File: src/rtl/dot_seq_pkg.sv
// Shared types and constants for the dot-product job sequencer.
package dot_seq_pkg;

  typedef enum logic [2:0] {
    IDLE,
    RD_A_ADDR,
    RD_A_DATA,
    RD_B_ADDR,
    RD_B_DATA,
    WR,
    WR_RESP,
    DONE
  } state_t;

  localparam logic [1:0] AXI_OKAY    = 2'b00;
  localparam int         ADDR_STRIDE = 4;

endpackage

File: src/rtl/dot_mac_acc.sv
// Multiply-accumulate datapath: holds the A operand of the current element and
// a wrapping accumulator that adds A*B (truncated) when enabled.
module dot_mac_acc
  import dot_seq_pkg::*;
#(
  parameter int DATA_W = 32
) (
  input  logic              clk,
  input  logic              rst,
  input  logic              clear,
  input  logic              load_a,
  input  logic [DATA_W-1:0] a_in,
  input  logic              acc_en,
  input  logic [DATA_W-1:0] b_in,
  output logic [DATA_W-1:0] acc
);

  logic [DATA_W-1:0] a_reg;
  logic [DATA_W-1:0] acc_reg;

  always_ff @(posedge clk) begin
    if (!rst) begin
      a_reg   <= '0;
      acc_reg <= '0;
    end else if (clear) begin
      a_reg   <= '0;
      acc_reg <= '0;
    end else begin
      if (load_a) begin
        a_reg <= a_in;
      end
      // Product and sum both truncate to DATA_W, giving modulo-2^DATA_W wrap.
      if (acc_en) begin
        acc_reg <= acc_reg + a_reg * b_in;
      end
    end
  end

  assign acc = acc_reg;

endmodule

File: src/rtl/dot_seq_ctrl.sv
// Dot-product job sequencer: fetches A[i]/B[i] over AXI-Lite reads, accumulates
// the products and writes the final sum back over the AXI-Lite write channel.
module dot_seq_ctrl
  import dot_seq_pkg::*;
#(
  parameter int DATA_W = 32,
  parameter int ADDR_W = 32,
  parameter int LEN_W  = 16
) (
  input  logic                clk,
  input  logic                rst,
  input  logic                start,
  input  logic [ADDR_W-1:0]   a_addr,
  input  logic [ADDR_W-1:0]   b_addr,
  input  logic [ADDR_W-1:0]   out_addr,
  input  logic [LEN_W-1:0]    len,
  output logic                busy,
  output logic                done,
  output logic                err,
  output logic [DATA_W-1:0]   result,
  output logic [ADDR_W-1:0]   araddr,
  output logic                arvalid,
  input  logic                arready,
  input  logic [DATA_W-1:0]   rdata,
  input  logic [1:0]          rresp,
  input  logic                rvalid,
  output logic                rready,
  output logic [ADDR_W-1:0]   awaddr,
  output logic                awvalid,
  input  logic                awready,
  output logic [DATA_W-1:0]   wdata,
  output logic [DATA_W/8-1:0] wstrb,
  output logic                wvalid,
  input  logic                wready,
  input  logic [1:0]          bresp,
  input  logic                bvalid,
  output logic                bready
);

  state_t state_reg;
  state_t state_next;

  logic [ADDR_W-1:0] a_base_reg;
  logic [ADDR_W-1:0] b_base_reg;
  logic [ADDR_W-1:0] out_addr_reg;
  logic [LEN_W-1:0]  len_reg;
  logic [LEN_W-1:0]  idx_reg;
  logic              err_reg;
  logic [DATA_W-1:0] result_reg;
  logic              aw_done_reg;
  logic              w_done_reg;

  logic [DATA_W-1:0] acc;
  logic [ADDR_W-1:0] idx_offset;
  logic              last_elem;
  logic              r_ok;
  logic              mac_clear;
  logic              mac_load_a;
  logic              mac_acc_en;

  assign idx_offset = ADDR_W'(idx_reg) * ADDR_W'(ADDR_STRIDE);
  assign last_elem  = (idx_reg == len_reg - LEN_W'(1));
  assign r_ok       = (rresp == AXI_OKAY);

  assign mac_clear  = (state_reg == IDLE) && start;
  assign mac_load_a = (state_reg == RD_A_DATA) && rvalid && r_ok;
  assign mac_acc_en = (state_reg == RD_B_DATA) && rvalid && r_ok;

  dot_mac_acc #(
    .DATA_W (DATA_W)
  ) u_mac (
    .clk    (clk),
    .rst    (rst),
    .clear  (mac_clear),
    .load_a (mac_load_a),
    .a_in   (rdata),
    .acc_en (mac_acc_en),
    .b_in   (rdata),
    .acc    (acc)
  );

  always_ff @(posedge clk) begin
    if (!rst) begin
      state_reg <= IDLE;
    end else begin
      state_reg <= state_next;
    end
  end

  always_ff @(posedge clk) begin
    if (!rst) begin
      a_base_reg   <= '0;
      b_base_reg   <= '0;
      out_addr_reg <= '0;
      len_reg      <= '0;
      idx_reg      <= '0;
      err_reg      <= 1'b0;
      result_reg   <= '0;
      aw_done_reg  <= 1'b0;
      w_done_reg   <= 1'b0;
    end else begin
      case (state_reg)
        IDLE: begin
          if (start) begin
            a_base_reg   <= a_addr;
            b_base_reg   <= b_addr;
            out_addr_reg <= out_addr;
            len_reg      <= len;
            idx_reg      <= '0;
            err_reg      <= 1'b0;
            result_reg   <= '0;
            aw_done_reg  <= 1'b0;
            w_done_reg   <= 1'b0;
          end
        end
        RD_A_DATA: begin
          if (rvalid && !r_ok) begin
            err_reg <= 1'b1;
          end
        end
        RD_B_DATA: begin
          if (rvalid) begin
            if (!r_ok) begin
              err_reg <= 1'b1;
            end else begin
              idx_reg <= idx_reg + LEN_W'(1);
            end
          end
        end
        WR: begin
          // AW and W retire independently; remember which one has already gone.
          if (awvalid && awready) begin
            aw_done_reg <= 1'b1;
          end
          if (wvalid && wready) begin
            w_done_reg <= 1'b1;
          end
        end
        WR_RESP: begin
          if (bvalid) begin
            result_reg <= acc;
            if (bresp != AXI_OKAY) begin
              err_reg <= 1'b1;
            end
          end
        end
        default: ;
      endcase
    end
  end

  always_comb begin
    state_next = state_reg;
    busy       = 1'b1;
    done       = 1'b0;
    araddr     = '0;
    arvalid    = 1'b0;
    rready     = 1'b0;
    awaddr     = '0;
    awvalid    = 1'b0;
    wdata      = '0;
    wstrb      = '0;
    wvalid     = 1'b0;
    bready     = 1'b0;

    case (state_reg)
      IDLE: begin
        busy = 1'b0;
        if (start) begin
          state_next = (len == '0) ? WR : RD_A_ADDR;
        end
      end
      RD_A_ADDR: begin
        arvalid = 1'b1;
        araddr  = a_base_reg + idx_offset;
        if (arready) begin
          state_next = RD_A_DATA;
        end
      end
      RD_A_DATA: begin
        rready = 1'b1;
        if (rvalid) begin
          state_next = r_ok ? RD_B_ADDR : DONE;
        end
      end
      RD_B_ADDR: begin
        arvalid = 1'b1;
        araddr  = b_base_reg + idx_offset;
        if (arready) begin
          state_next = RD_B_DATA;
        end
      end
      RD_B_DATA: begin
        rready = 1'b1;
        if (rvalid) begin
          if (!r_ok) begin
            state_next = DONE;
          end else if (last_elem) begin
            state_next = WR;
          end else begin
            state_next = RD_A_ADDR;
          end
        end
      end
      WR: begin
        awaddr  = out_addr_reg;
        wdata   = acc;
        wstrb   = '1;
        awvalid = !aw_done_reg;
        wvalid  = !w_done_reg;
        if ((aw_done_reg || awready) && (w_done_reg || wready)) begin
          state_next = WR_RESP;
        end
      end
      WR_RESP: begin
        bready = 1'b1;
        if (bvalid) begin
          state_next = DONE;
        end
      end
      DONE: begin
        busy       = 1'b0;
        done       = 1'b1;
        state_next = IDLE;
      end
      default: begin
        state_next = IDLE;
      end
    endcase
  end

  assign err    = err_reg;
  assign result = result_reg;

endmodule

File: config.mk
export PLATFORM = sky130hd
export DESIGN_NAME = dot_seq_ctrl
export DESIGN_NICKNAME = d
export VERILOG_FILES = /design/src/rtl/dot_seq_pkg.sv /design/src/rtl/dot_mac_acc.sv /design/src/rtl/dot_seq_ctrl.sv
export SDC_FILE = /design/constraint.sdc
export NUM_CORES = 2
export LEC_CHECK = 0
export BUFFER_PORTS_ARGS = -buffer_cell sky130_fd_sc_hd__buf_2
export CORE_MARGIN = 2
export CORE_UTILIZATION = 40
export CTS_CLUSTER_DIAMETER = 100
export DETAILED_ROUTE_END_ITERATION = 6
export SETUP_SLACK_MARGIN = 0.02
export SLEW_MARGIN = 15
export SYNTH_ARGS = -nofsm -noshare
export SYNTH_HDL_FRONTEND = slang
export SYNTH_SLANG_ARGS = --single-unit
File: constraint.sdc
create_clock -name clk -period 7.7 [get_ports clk]
set_clock_uncertainty 0.15 [all_clocks]
set_input_delay 0.385 -clock clk [delete_from_list [all_inputs] [get_ports clk]]
set_output_delay 0.385 -clock clk [all_outputs]
set_load 0.02 [all_outputs]
==> flow_summary.toml <==
[outcome]
status = "finished clean"

[worst_setup_path]
end_kind = "register"
path_class = "register to register"
crit_slowest_cell = "dfxtp_1"
crit_required_ns = 8.06
critPathMaxFanout = 10
cp_data_arrival_time_ns = 7.62
path_common_cell = "fa_1"
start_kind = "register"
slowest_delay_ns = 0.77
crit_chain = "buf_4 > and2_1 > fa_1 > fa_1 > fa_1 > inv_1 > fa_1 > inv_1 > fa_1 > ha_1 > fa_1 > inv_1 > fa_1 > inv_1 > ha_1 > a21oi_1 > o21ai_0 > a21o_1 > o41ai_2 > or3_1 > nand4_1 > o211ai_1 > xnor2_1 > a211oi_1"

[clock_network]
cts_tree = "done"
cts.clk_slew.worst_paths_ns = 0.07
clk_latency_ns = 0.59
cts-root-buf = "clkbuf_16"
cts_buffers = 28
postCtsSetupBuffers = 0
htreeDepth = 1
cts.sinks = 230
clk_path_buf_depth = 3

[sta]
slew_viol_final = 0
fin_tns_setup_ns = 0
post-route-min-period_ns = 7.26
relSlewSlack_pct = 29.8
period_share_pct = 94.3
rsz0062_at_grt = "false"
setup_violations = 0
final_hold_viol_count = 0
worst_pin_slew_ns = 1.05
fmax_ghz = 0.138

[route]
wl_per_cell_um = 18.0
firstDrtPassIters = 5
avgViaCountPerCell = 4.91
route.detailed.drc = 0
drtIter0Drc = 1245
finalWirelength_um = 83400
final_antenna_net_count = 0
num_vias = 22700

[job]
drv_cap = 0

[power]
cellLeakagePower_nw = 15.5
p_int_w = 0.00270
swShare_pct = 38.3
irDropWorstVdd_uv = 210
seqPwrFrac_pct = 32.7
clockPowerShare_pct = 32.6
power_density_nw_per_um2 = 134
combPwrFrac_pct = 34.7
switchingPower_w = 0.00168

[grt]
grt_pass1_wl_um = 132000
grt_overflow_total = 0
grt_max_degree = 83
grt_use_total_pct = 23.7
grt_pass1_vias = 23100
antenna_found_initial = 4

[floorplan]
num_io_pins = 296
design.core.area_um2 = 68800
die-area_um2 = 71800
start_util_pct = 40.5
rows = 96
die_h_um = 268
die_x_um = 268

[finish]
layout_commonest_cell = "nand2_1"
stdcell_area_um2 = 32600
syn_to_final_growth_pct = 16.8
nets = 4404
drive_gt1_share_pct = 11.9
most-common-layout-cells = "nand2_1 (687), inv_1 (504), fa_1 (439), and2_1 (340), buf_2 (294)"

[synth]
synth_seq_cells = 230
yosysWarnings = 0
ys_types = 69
seq_area_frac_synth_pct = 16.5
synth-async-reset-ratio_pct = 0
synthTopCellsByArea = "fa_1 (32%), dfxtp_1 (17%), nand2_1 (9.3%), and2_1 (7.7%), inv_1 (6.8%)"
netlist_area_um2 = 27900
synth.largest_area_cell = "fa_1"
syn_area_per_cell_um2 = 8.34
syn_inst = 3344
synth_ff_type = "dfxtp_1"
synth_edf_count = 0
synth_nets = 4081
synth_top_cell_area_share_pct = 31.5

[placement]
place_congestion = 0.895
dpl_cell_area_um2 = 30300
hpwl_um = 65600
port_buffers = 295

[hold_path]
hp-class = "input pin to register"
==> cells in the mapped netlist, types with 12 or more instances <==
cell type	number
nand4_1	14
and3_1	13
o21ai_0	29
nor3_1	19
dfxtp_1	230
nand3_1	57
a21boi_0	146
a21o_1	21
ha_1	142
fa_1	439
and2_1	341
xnor2_1	91
a21oi_1	92
clkbuf_1	173
nand2_1	689
xor2_1	48
nor2_1	119
mux2i_1	24
inv_1	504
a211oi_1	12
nand2b_1	14
==> worst paths after layout <==
check                       start              end  slack (ns)  cells after the start
setup / recovery   u_mac.a_reg[4]    u_mac.acc[31]        0.44                     24
hold / removal          rdata[25]  u_mac.a_reg[25]        0.03                      3
setup reg to reg   u_mac.a_reg[4]    u_mac.acc[31]        0.44                     24
hold reg to reg   u_mac.a_reg[31]  u_mac.a_reg[31]        0.31                      2
==> logic make-up (layout without fill, tap and decap cells) <==
family | count (synthesis) | count (layout) | synth area share, %
mux | 24 | 24 | 0.862
fa+ha+maj | 581 | 581 | 37.9
xor+xnor | 139 | 139 | 4.37
flops | 230 | 230 | 16.5
other cells | 0 | 4 | 0
simple gates | 1312 | 1312 | 22.1
compound gates | 358 | 358 | 8.74
buf+inv | 700 | 1045 | 9.55
==> metrics by stage <==
step	utilization (%)	std cells	total power (W)	hold WS [ns]	worst slack, ns
after CTS	47.3	4620	0.00442	0.00247	0.428
after global placement	44.1	4447	0.00291	0.297	0.320
final	47.3	4624	0.00437	0.0318	0.436
after global routing	47.3	4622	0.00464	0.0246	0.102
after floorplan	-	3344	0.00247	0.287	0.619
after detailed placement	44.1	4447	0.00292	0.302	0.259
==> power groups by stage <==
stage          registers (W)  clock network (W)  logic [W]
2_1_floorplan        0.00140                  0    0.00107
3_3_place_gp         0.00145                  0    0.00146
3_5_place_dp         0.00146                  0    0.00146
4_1_cts              0.00143            0.00147    0.00152
5_1_grt              0.00145            0.00151    0.00169
6_report             0.00143            0.00143    0.00152
==> critical path: cells and delay by family (launching register included) <==
kind,cells,cell delay (ns)
xor+xnor,1,0.14
compound gates,6,1.06
flops,1,0.77
buf+inv,5,0.51
fa+ha+maj,9,3.92
simple gates,3,0.65
==> layout make-up <==
| cell class | count | area [um^2] |
|---|---|---|
| diodes | 4 | 10.0 |
| clock buffers | 40 | 826 |
| clock inverters | 12 | 176 |
| fillers | 6787 | 36300 |
| inverters | 504 | 1890 |
| multi-input cells | 2414 | 20600 |
| flip-flops and latches | 230 | 4600 |
| well taps | 931 | 1160 |
| repair buffers | 489 | 3240 |
==> routing by layer <==
| metal | vias to the layer above | share of wire [%] | track usage (%) | wire length (um) |
|---|---|---|---|---|
| met3 | 98 | 7.1 | 4.98 | 5930 |
| met4 | 2 | 2.3 | 5.69 | 1960 |
| met5 | - | 0.017 | 0 | 14 |
| li1 | 10800 | - | - | - |
| met2 | 593 | 46 | 38.7 | 38700 |
| met1 | 11200 | 44 | 32.2 | 36800 |
==> what timing repair did <==
action,in CTS,in global routing
endpoints found under the hold margin,121,0
setup endpoints to repair,0,0
resized for setup,0,0
hold buffers,121,0
Power figures use the tool's default switching activity.
